===== config.mk =====
export PLATFORM = sky130hd
export DESIGN_NAME = dso100fb_layer_mix
export DESIGN_NICKNAME = d
export VERILOG_FILES = /design/src/rtl/dso100fb_layer_mix_pkg.sv /design/src/rtl/dso100fb_layer_mix_stage.sv /design/src/rtl/dso100fb_layer_mix.sv
export SDC_FILE = /design/constraint.sdc
export NUM_CORES = 1
export LEC_CHECK = 0
export CORE_MARGIN = 3
export CORE_UTILIZATION = 52
export DETAILED_ROUTE_END_ITERATION = 16
export GPL_TIMING_DRIVEN = 0
export PLACE_DENSITY_LB_ADDON = 0.15
export SLEW_MARGIN = 20
export SYNTH_ARGS = -nofsm -noshare
export SYNTH_HDL_FRONTEND = slang
export SYNTH_SLANG_ARGS = --single-unit

===== constraint.sdc =====
create_clock -name VIDCLK -period 4.8 [get_ports VIDCLK]
set_input_delay 0.72 -clock VIDCLK [delete_from_list [all_inputs] [get_ports VIDCLK]]
set_output_delay 0.72 -clock VIDCLK [all_outputs]
set_load 0.02 [all_outputs]

===== src/rtl/dso100fb_layer_mix_pkg.sv =====
// Shared mode encoding and counter width for the dso100fb layer mixer.
package dso100fb_layer_mix_pkg;

    typedef enum logic [1:0] {
        MIX_OFF     = 2'b00,
        MIX_ADD     = 2'b01,
        MIX_ALPHA   = 2'b10,
        MIX_REPLACE = 2'b11
    } mix_mode_e;

    localparam int unsigned UNDERRUN_W = 16;

endpackage


===== src/rtl/dso100fb_layer_mix_stage.sv =====
// One registered overlay stage: combines the incoming pixel with one layer pixel.
// DSO100FB_MIX_ALPHA_EN builds the alpha blender; without it alpha mode passes the pixel through.
module dso100fb_layer_mix_stage
    import dso100fb_layer_mix_pkg::*;
#(
    parameter int unsigned CW       = 8,
    parameter int unsigned CHANNELS = 4
) (
    input  logic                   clk,
    input  logic                   rst_n,
    input  logic [1:0]             mode,
    input  logic                   lyr_valid,
    input  logic [CHANNELS*CW-1:0] lyr_data,
    input  logic [CHANNELS*CW-1:0] pix_i,
    output logic [CHANNELS*CW-1:0] pix_o
);

    localparam int unsigned PW = CHANNELS * CW;

    logic          lyr_vld_q, lyr_vld_d;
    logic [PW-1:0] pix_q, pix_d;
    logic [PW-1:0] lyr;
    logic          any_colour;
    logic [CW:0]   sum;

`ifdef DSO100FB_MIX_ALPHA_EN
    localparam int unsigned BW = 2 * CW + 1;
    localparam logic [CW:0] ALPHA_ONE = {1'b1, {CW{1'b0}}};
    logic [CW-1:0] alpha;
    logic [CW:0]   alpha_w;
    logic [BW-1:0] blend;
`endif

    // Layer data arrives the cycle after its valid strobe.
    always_comb begin
        lyr_vld_d  = lyr_valid;
        lyr        = lyr_vld_q ? lyr_data : '0;
        pix_d      = pix_i;
        sum        = '0;
        any_colour = 1'b0;
`ifdef DSO100FB_MIX_ALPHA_EN
        alpha      = lyr[PW-1 -: CW];
        alpha_w    = {1'b0, alpha} + (CW+1)'(alpha[CW-1]);
        blend      = '0;
`endif
        for (int c = 0; c < CHANNELS - 1; c++) begin
            any_colour = any_colour | (lyr[c*CW +: CW] != '0);
        end

        case (mix_mode_e'(mode))
            MIX_ADD: begin
                for (int c = 0; c < CHANNELS; c++) begin
                    sum = {1'b0, pix_i[c*CW +: CW]} + {1'b0, lyr[c*CW +: CW]};
                    pix_d[c*CW +: CW] = sum[CW] ? '1 : sum[CW-1:0];
                end
            end
`ifdef DSO100FB_MIX_ALPHA_EN
            // Alpha is stretched to 0..2^CW so full alpha yields the layer exactly.
            MIX_ALPHA: begin
                for (int c = 0; c < CHANNELS - 1; c++) begin
                    blend = BW'(lyr[c*CW +: CW]) * BW'(alpha_w)
                          + BW'(pix_i[c*CW +: CW]) * BW'(ALPHA_ONE - alpha_w);
                    pix_d[c*CW +: CW] = CW'(blend >> CW);
                end
            end
`endif
            MIX_REPLACE: begin
                if (any_colour) pix_d = lyr;
            end
            default: pix_d = pix_i;
        endcase
    end

    always_ff @(posedge clk or negedge rst_n) begin
        if (!rst_n) begin
            lyr_vld_q <= 1'b0;
            pix_q     <= '0;
        end else begin
            lyr_vld_q <= lyr_vld_d;
            pix_q     <= pix_d;
        end
    end

    assign pix_o = pix_q;

endmodule


===== src/rtl/dso100fb_layer_mix.sv =====
// Overlay mixer: base video plus LAYERS cascaded stages, frame-synchronous mode shadowing.
// Layer i is strobed i+1 cycles after the base fetch. Optional alpha blend: DSO100FB_MIX_ALPHA_EN.
module dso100fb_layer_mix
    import dso100fb_layer_mix_pkg::*;
#(
    parameter int unsigned LAYERS   = 2,
    parameter int unsigned CW       = 8,
    parameter int unsigned CHANNELS = 4
) (
    input  logic                          VIDCLK,
    input  logic                          RST_N,
    input  logic                          VIDEO_FETCH,
    input  logic                          VIDEO_EMPTY,
    input  logic [CHANNELS*CW-1:0]        VIDEO_DATA,
    input  logic [LAYERS-1:0]             LAYER_VALID,
    input  logic [LAYERS*CHANNELS*CW-1:0] LAYER_DATA,
    input  logic [2*LAYERS-1:0]           LAYER_MODE,
    input  logic                          DE,
    input  logic                          HSYNC,
    input  logic                          VSYNC,
    input  logic                          UNDERRUN_CLR,
    output logic [CHANNELS*CW-1:0]        VID_DATA,
    output logic                          VID_DE,
    output logic                          VID_HSYNC,
    output logic                          VID_VSYNC,
    output logic [2*LAYERS-1:0]           MODE_ACTIVE,
    output logic [UNDERRUN_W-1:0]         UNDERRUN_COUNT
);

    localparam int unsigned PW  = CHANNELS * CW;
    localparam int unsigned DLY = LAYERS + 2;

    logic                  fetch_q, fetch_d;
    logic [PW-1:0]         base_q, base_d;
    logic                  vsync_q, vsync_d;
    logic [2*LAYERS-1:0]   mode_q, mode_d;
    logic [DLY-1:0]        de_q, de_d;
    logic [DLY-1:0]        hs_q, hs_d;
    logic [DLY-1:0]        vs_q, vs_d;
    logic [UNDERRUN_W-1:0] ucnt_q, ucnt_d;
    logic [PW-1:0]         stage_pix [LAYERS+1];

    always_comb begin
        fetch_d = VIDEO_FETCH && !VIDEO_EMPTY;
        base_d  = fetch_q ? VIDEO_DATA : '0;
        vsync_d = VSYNC;
        mode_d  = mode_q;
        de_d    = {de_q[DLY-2:0], DE};
        hs_d    = {hs_q[DLY-2:0], HSYNC};
        vs_d    = {vs_q[DLY-2:0], VSYNC};
        ucnt_d  = ucnt_q;

        // Modes only change on a VSYNC rising edge so a frame is never mixed two ways.
        if (VSYNC && !vsync_q) mode_d = LAYER_MODE;

        if (UNDERRUN_CLR) begin
            ucnt_d = '0;
        end else if (DE && VIDEO_EMPTY && (ucnt_q != '1)) begin
            ucnt_d = ucnt_q + UNDERRUN_W'(1);
        end
    end

    always_ff @(posedge VIDCLK or negedge RST_N) begin
        if (!RST_N) begin
            fetch_q <= 1'b0;
            base_q  <= '0;
            vsync_q <= 1'b0;
            mode_q  <= '0;
            de_q    <= '0;
            hs_q    <= '0;
            vs_q    <= '0;
            ucnt_q  <= '0;
        end else begin
            fetch_q <= fetch_d;
            base_q  <= base_d;
            vsync_q <= vsync_d;
            mode_q  <= mode_d;
            de_q    <= de_d;
            hs_q    <= hs_d;
            vs_q    <= vs_d;
            ucnt_q  <= ucnt_d;
        end
    end

    assign stage_pix[0] = base_q;

    generate
        for (genvar i = 0; i < LAYERS; i++) begin : g_stage
            dso100fb_layer_mix_stage #(
                .CW       (CW),
                .CHANNELS (CHANNELS)
            ) u_stage (
                .clk       (VIDCLK),
                .rst_n     (RST_N),
                .mode      (mode_q[2*i +: 2]),
                .lyr_valid (LAYER_VALID[i]),
                .lyr_data  (LAYER_DATA[i*PW +: PW]),
                .pix_i     (stage_pix[i]),
                .pix_o     (stage_pix[i+1])
            );
        end
    endgenerate

    assign VID_DATA       = stage_pix[LAYERS];
    assign VID_DE         = de_q[DLY-1];
    assign VID_HSYNC      = hs_q[DLY-1];
    assign VID_VSYNC      = vs_q[DLY-1];
    assign MODE_ACTIVE    = mode_q;
    assign UNDERRUN_COUNT = ucnt_q;

endmodule


==> metrics <==
status=complete, no violations; Yosys warning total=0; Ant. Diodes=0; Crit Path Max Fanout=10; leakage=4.95 nW; Comb pwr share=0.314; CP Launch Point=g_stage[1].u_stage.lyr_vld_q; Num CTS Buffers=17; worst hold slack=0.258 ns; met1 WL=around 12000 um; Synth Register Bits=131; final instance area=around 12000 um2; Residual DRC=0; Clock transition at path regs=0.06 ns; core area=17500 um2; # IOs=165; CTS H-tree depth=4; Die X=between 100 and 150 um; GRT Resource Usage Total=0.277; FP Rows=48; Starting Density=0.535; Hold Path Class=in -> async; crit path kind=reg -> reg; most common cell after layout, fill and taps aside=clkdlybuf4s50_1; Mapped Cells=~1100; Post-DRT Antenna Nets=0; Top FF cell, synth=dfrtp_1; largest net degree at the start of global routing=79; internal power=2.54 mW; Peak VDD IR=249 uV; most frequent cells in the layout=153 x clkdlybuf4s50_1, 131 x dfrtp_1, 78 x nand2_1; Area after DPL=approximately 11000 um2; vias in the first global route=8304; Pwr Density=323 nW/um2; clock sink total=roughly 130; Tcrit/Tclk final=0.877; post-synthesis cell area=9350 um2; global-route wire length before repair=43900 um; switching part of the total=0.334; overall power=3.80 mW; Clock power frac=0.342; endpoints failing hold=0; CTS root buf=clkbuf_16; ys async rst share=1.00; GPL Wtd Cong=0.958; register area share after synthesis=0.351; Slew Limit Fails=0; Max Fclk=between 200 and 250 MHz; Startpoint Class=flip-flop; P&R area growth vs syn=26.0%; Final nets=1386; met3 wire length=2270 um; DR iter-0 viols=866; synth unique cells=85; worst r2r src=g_stage[1].u_stage.lyr_vld_q; Flop pwr share=0.344; die height=~140 um; Slew @ Worst Pin=1.06 ns; Required @ worst endpoint=~5.1 ns; Post-synth EDFFs=0; port bufs=154; Max Cap Viol=0; crit path DAT=4.54 ns; fin util=0.674; Setup crit end kind=flip-flop; Max Used Layer=met4; Max Clock Skew=0.00803 ns; layout cells sized above 1=0.0594; Relative slew margins=0.286; antenna violations before repair=0; CTS tree=built; DR pass1 iterations=6; Max Root-Sink Buffers=2; grt total ovfl=0; Worst Setup EP=g_stage[1].u_stage.pix_o[13]; vias=8887; met2 routed WL=12200 um; cells on worst reg2reg path=15; setup TNS=0 ns; Finish-stage setup viols=0; r2r endpoint=g_stage[1].u_stage.pix_o[13]; post-DP HPWL=20300 um; Routed WL per cell=18.6 um; DIE AREA=19600 um2; r2r setup slk=0.59 ns; Via density=slightly above 6; minimum clock period=around 4.2 ns; Synthesized Nets=1212; net switching power=1.27 mW; syn_area_per_cell=8.83 um2; Clk Latency, worst-skew pair=0.42 ns; final wirelength=~27000 um; unrepaired setup endpoints after global routing=no
synth_stat cells, types with 11 or more instances:
cell | instances | area [um2]
nor2_1 | 62 | 233
nand2_1 | 78 | 293
xnor2_1 | 58 | 508
inv_1 | 38 | 143
o22ai_1 | 11 | 68.8
o21ai_1 | 16 | 80.1
o211ai_1 | 15 | 113
o21a_1 | 13 | 97.6
o21ai_0 | 54 | 270
a221o_1 | 20 | 200
and2_1 | 77 | 482
xor2_1 | 21 | 184
a21oi_1 | 55 | 275
a31oi_1 | 11 | 68.8
nor2b_1 | 13 | 81.3
a22oi_1 | 34 | 255
ha_1 | 37 | 463
a22o_1 | 23 | 201
nor3_1 | 24 | 120
nand3_1 | 13 | 65.1
clkbuf_1 | 43 | 161
dfrtp_1 | 131 | 3280
buf_2 | 22 | 110
and3_1 | 11 | 68.8
nor4_1 | 14 | 87.6
worst max-delay path, cell delays in order, from the launching register on:
cell	delay, ns
dfrtp_1	0.34
buf_2	0.22
buf_4	0.23
buf_2	0.26
clkbuf_1	0.46
and2_1	0.22
ha_1	0.19
inv_1	0.07
fa_1	0.46
nor2b_1	0.16
o21ai_0	0.09
a21boi_1	0.33
o21ai_0	0.20
o2111ai_1	0.43
nand2_1	0.20
a31oi_1	0.24
per-layer routing:
metal  up-vias  global-route usage
li1       4213                   -
met1      4188               0.398
met2       447               0.421
met3        39              0.0618
met4         0              0.0872
met5         -                   0
what timing repair did:
| action | in CTS | in global routing |
|---|---|---|
| hold endpoints to repair | 0 | 0 |
| setup endpoints to repair | 0 | 1 |
| hold buffers | 0 | 0 |
| gates resized for setup | 0 | 2 |
| buffers inserted | 0 | 0 |
stage by stage:
step | worst slack, ns | std cells
floorplan | 1.61 | 1059
global placement | -1.86 | 1438
detailed placement | 0.506 | 1439
CTS | 0.482 | 1470
global route | 0.187 | 1470
finish | 0.591 | 1470
sequential cells by signal, indices dropped and copies added, names as in the netlist:
name / flops
MODE_ACTIVE: 4
UNDERRUN_COUNT: 16
base_q: 32
de_q: 4
fetch_q: 1
g_stage.u_stage.lyr_vld_q: 2
g_stage.u_stage.pix_o: 64
hs_q: 4
vs_q: 4
cell type report:
type	instances	area, um2
fillers	1426	5690
clock buffers	17	425
inverters	40	150
repair buffers	155	1570
flip-flops and latches	131	3280
clock inverters	14	155
multi-input cells	814	5610
well taps	225	282
plain buffers	74	318
kinds of logic after synthesis:
group                      Yosys count  synth area share
xor gates and xnor gates            79            0.0740
adders and majority gates           50            0.0701
buffers and inverters              114            0.0499
muxes                                9            0.0100
DFF                                131             0.351
AOI/OAI and AO/OA                  333             0.250
and+or+nand+nor                    343             0.195
worst min-delay path by stage:
stage	from	to	cells past startpoint
global route	RST_N	g_stage[1].u_stage.pix_o[12]	1
floorplan	de_q[0]	de_q[1]	0
finish	RST_N	g_stage[1].u_stage.pix_o[14]	1
global placement	vs_q[1]	vs_q[2]	0
detailed placement	de_q[0]	de_q[1]	0
CTS	RST_N	g_stage[1].u_stage.pix_o[14]	1
power by group through the flow:
stage	registers [mW]	clock network, mW	logic, mW
after floorplan	1.40	0	0.627
after global placement	1.33	0	1.15
after detailed placement	1.33	0	1.17
after CTS	1.31	1.32	1.18
after global routing	1.32	1.37	1.29
final	1.31	1.30	1.19
Note: power is estimated with default switching activity, not from simulation.
==> edit (same flow settings) <==
Make the reset (`RST_N` and `rst_n`) synchronous in 2 clocked blocks.
--- a/src/rtl/dso100fb_layer_mix_stage.sv
+++ b/src/rtl/dso100fb_layer_mix_stage.sv
@@ -73,3 +73,3 @@
 
-    always_ff @(posedge clk or negedge rst_n) begin
+    always_ff @(posedge clk) begin
         if (!rst_n) begin
--- a/src/rtl/dso100fb_layer_mix.sv
+++ b/src/rtl/dso100fb_layer_mix.sv
@@ -62,3 +62,3 @@
 
-    always_ff @(posedge VIDCLK or negedge RST_N) begin
+    always_ff @(posedge VIDCLK) begin
         if (!RST_N) begin
Function: differs if RST_N is asserted again (counterexample within 4 cycles, from zero or initial values and one cycle with RST_N low); with RST_N held inactive, the same outputs for 10 cycles.
==> edit against the unedited design <==
Via count up 12%; area after synthesis down 1.6%; global-route usage up 3.6 points; final area down 0.38%; synthesized cell count up 10%; critical endpoint is now g_stage[1].u_stage.pix_o[23]; worst setup slack worse by 440 ps; worst hold slack better by 170 ps; routed wire length up 14%; sequential cell count unchanged; clock skew about the same; critical path type unchanged.
Power is not compared: it rests on default switching activity, and its combinational part moved more than twofold at a synthesized area within 25%.
==> edit: results (changes against the unedited design) <==
** GRT
- The largest net degree at the start of global routing came to 17 (-78%).
- The via count of the first global-routing pass came to 9180 (+11%).
- The met1 capacity usage during global routing is 41.7% (+1.9 points).
- All-layer global routing usage :: 31.4% (+3.6 points)
- The global routing usage on met2 came to 49.3% (+7.3 points).
- Global-route wire length before repair :: 49200 um (+12%)

** Final layout
- The non-clock buffer count in the final layout was 245 (+7.0%).
- The layout multi-input combinational cell count came to 902 (+11%).
- Proportion of layout cells with a drive suffix above 1 :: 7.44% (+1.5 points)
- Storage element area :: 0.00262 mm2 (-20%)
- The clock buffer count came to 18 (+1).
- The number of filler instances in the final layout was 1498 (+5.0%).
- The non-filler instance count after layout is 1583 (+7.7%).
- The buffer share of cell area came to 16.9% (+0.92 points).
- The utilization after layout is 67.9% (+0.44 points).
- Final-layout clock-cell area share :: 5.38% (+0.46 points)
- The number of nets in the layout came to 1498 (+8.1%).
- The footprint of the multi-input gates is 0.00603 mm2 (+7.6%).

** Clocking
- Number of gates resized after cts :: 1 (+1)

** Detailed routing
- The overall routed net length came to 31300 um (+14%).
- The routed wire length on met2 was 14300 um (+17%).
- The via density per instance is 6.29 (+4.0%).
- Length of routed met3 wiring :: 2950 um (+30%)
- Detailed-routing wirelength on met1 :: 13000 um (+5.2%)
- The DRC marker count from the first detailed-route iteration was 1247 (+44%).
- The number of iterations in the first detailed-routing pass came to 8 (+2).

** STA
- Headroom to the max-slew limit :: 28.1% (-0.42 points)
- Hold Worst Slack :: 433 ps (+174 ps)
- The maximum clock frequency was 215 MHz (-9.5%).
- Final setup skew :: 8.45 ps (+0.424 ps)

** Setup path
- The worst register-to-register path begins at g_stage[1].u_stage.lyr_vld_q.
- The slack of the worst reg-to-reg path came to 150 ps (-440 ps).
- CP top delay family :: buffers and inverters
- The depth of the worst register-to-register path was 16 (+1).
- The worst path arrival time was 4990 ps (+450 ps).
- CP endpoint :: g_stage[1].u_stage.pix_o[23]
- Critical-path maximum fanout :: 10 (unchanged)
- For this design, the slowest cell found on the critical path is sky130_fd_sc_hd__clkbuf_1.

** Yosys
- The number of nets in the synthesized netlist came to 1318 (+8.7%).
- Number of distinct library cells after synthesis :: 87 (+2.4%)
- Count of mapped cells out of synthesis :: 1165 (+10%)
- Top cells by area, synth :: sky130_fd_sc_hd__dfxtp_1 (28%), sky130_fd_sc_hd__a21oi_1 (5.7%), sky130_fd_sc_hd__xnor2_1 (5.5%)
- Share of async-settable or async-resettable flops after synthesis :: 0% (-100 points)
- The sequential fraction of the synthesis area came to 28.5% (-6.6 points).
- Ranked by instance count, the synthesized netlist is headed by sky130_fd_sc_hd__dfxtp_1 (131), sky130_fd_sc_hd__a21oi_1 (105), sky130_fd_sc_hd__nand2_1 (75), sky130_fd_sc_hd__o21ai_0 (62), sky130_fd_sc_hd__xnor2_1 (58).

** Place
- Setup slack at placement :: 2.55 ps (-504 ps)
- The number of I/O port buffers was 162 (+5.2%).
- Final weighted congestion in routability-driven placement :: 0.976 (+1.9%)
- Post-DP Area :: 0.0111 mm2 (-0.84%)

** Die
- Area of the core :: 0.0173 mm2 (-1.0%)

** Status
- Status :: finished, final reports clean
==> edit: changes by cell type after synthesis, moves of 24 or more <==
cell                      change
sky130_fd_sc_hd__dfrtp_1    -131
sky130_fd_sc_hd__dfxtp_1    +131
sky130_fd_sc_hd__a21oi_1     +50
sky130_fd_sc_hd__nand3_1     +38
sky130_fd_sc_hd__and3_1      +36
sky130_fd_sc_hd__a31oi_1     +24
==> edit: power by group through the flow <==
stage | clock [mW] | sequential (mW) | combinational [mW]
2_1_floorplan | 0 | 1.16 | 0.226
3_3_place_gp | 0 | 1.15 | 0.450
3_5_place_dp | 0 | 1.15 | 0.454
4_1_cts | 1.41 | 1.13 | 0.457
5_1_grt | 1.46 | 1.13 | 0.498
6_report | 1.41 | 1.13 | 0.467
==> edit: cells by family after synthesis <==
group | count (synthesis) | synth area share [%]
compound gates | 413 | 30.2
xor+xnor | 74 | 7.04
fa+ha+maj | 48 | 6.92
buf+inv | 132 | 5.97
flops | 131 | 28.5
mux | 4 | 0.435
simple gates | 363 | 21.0
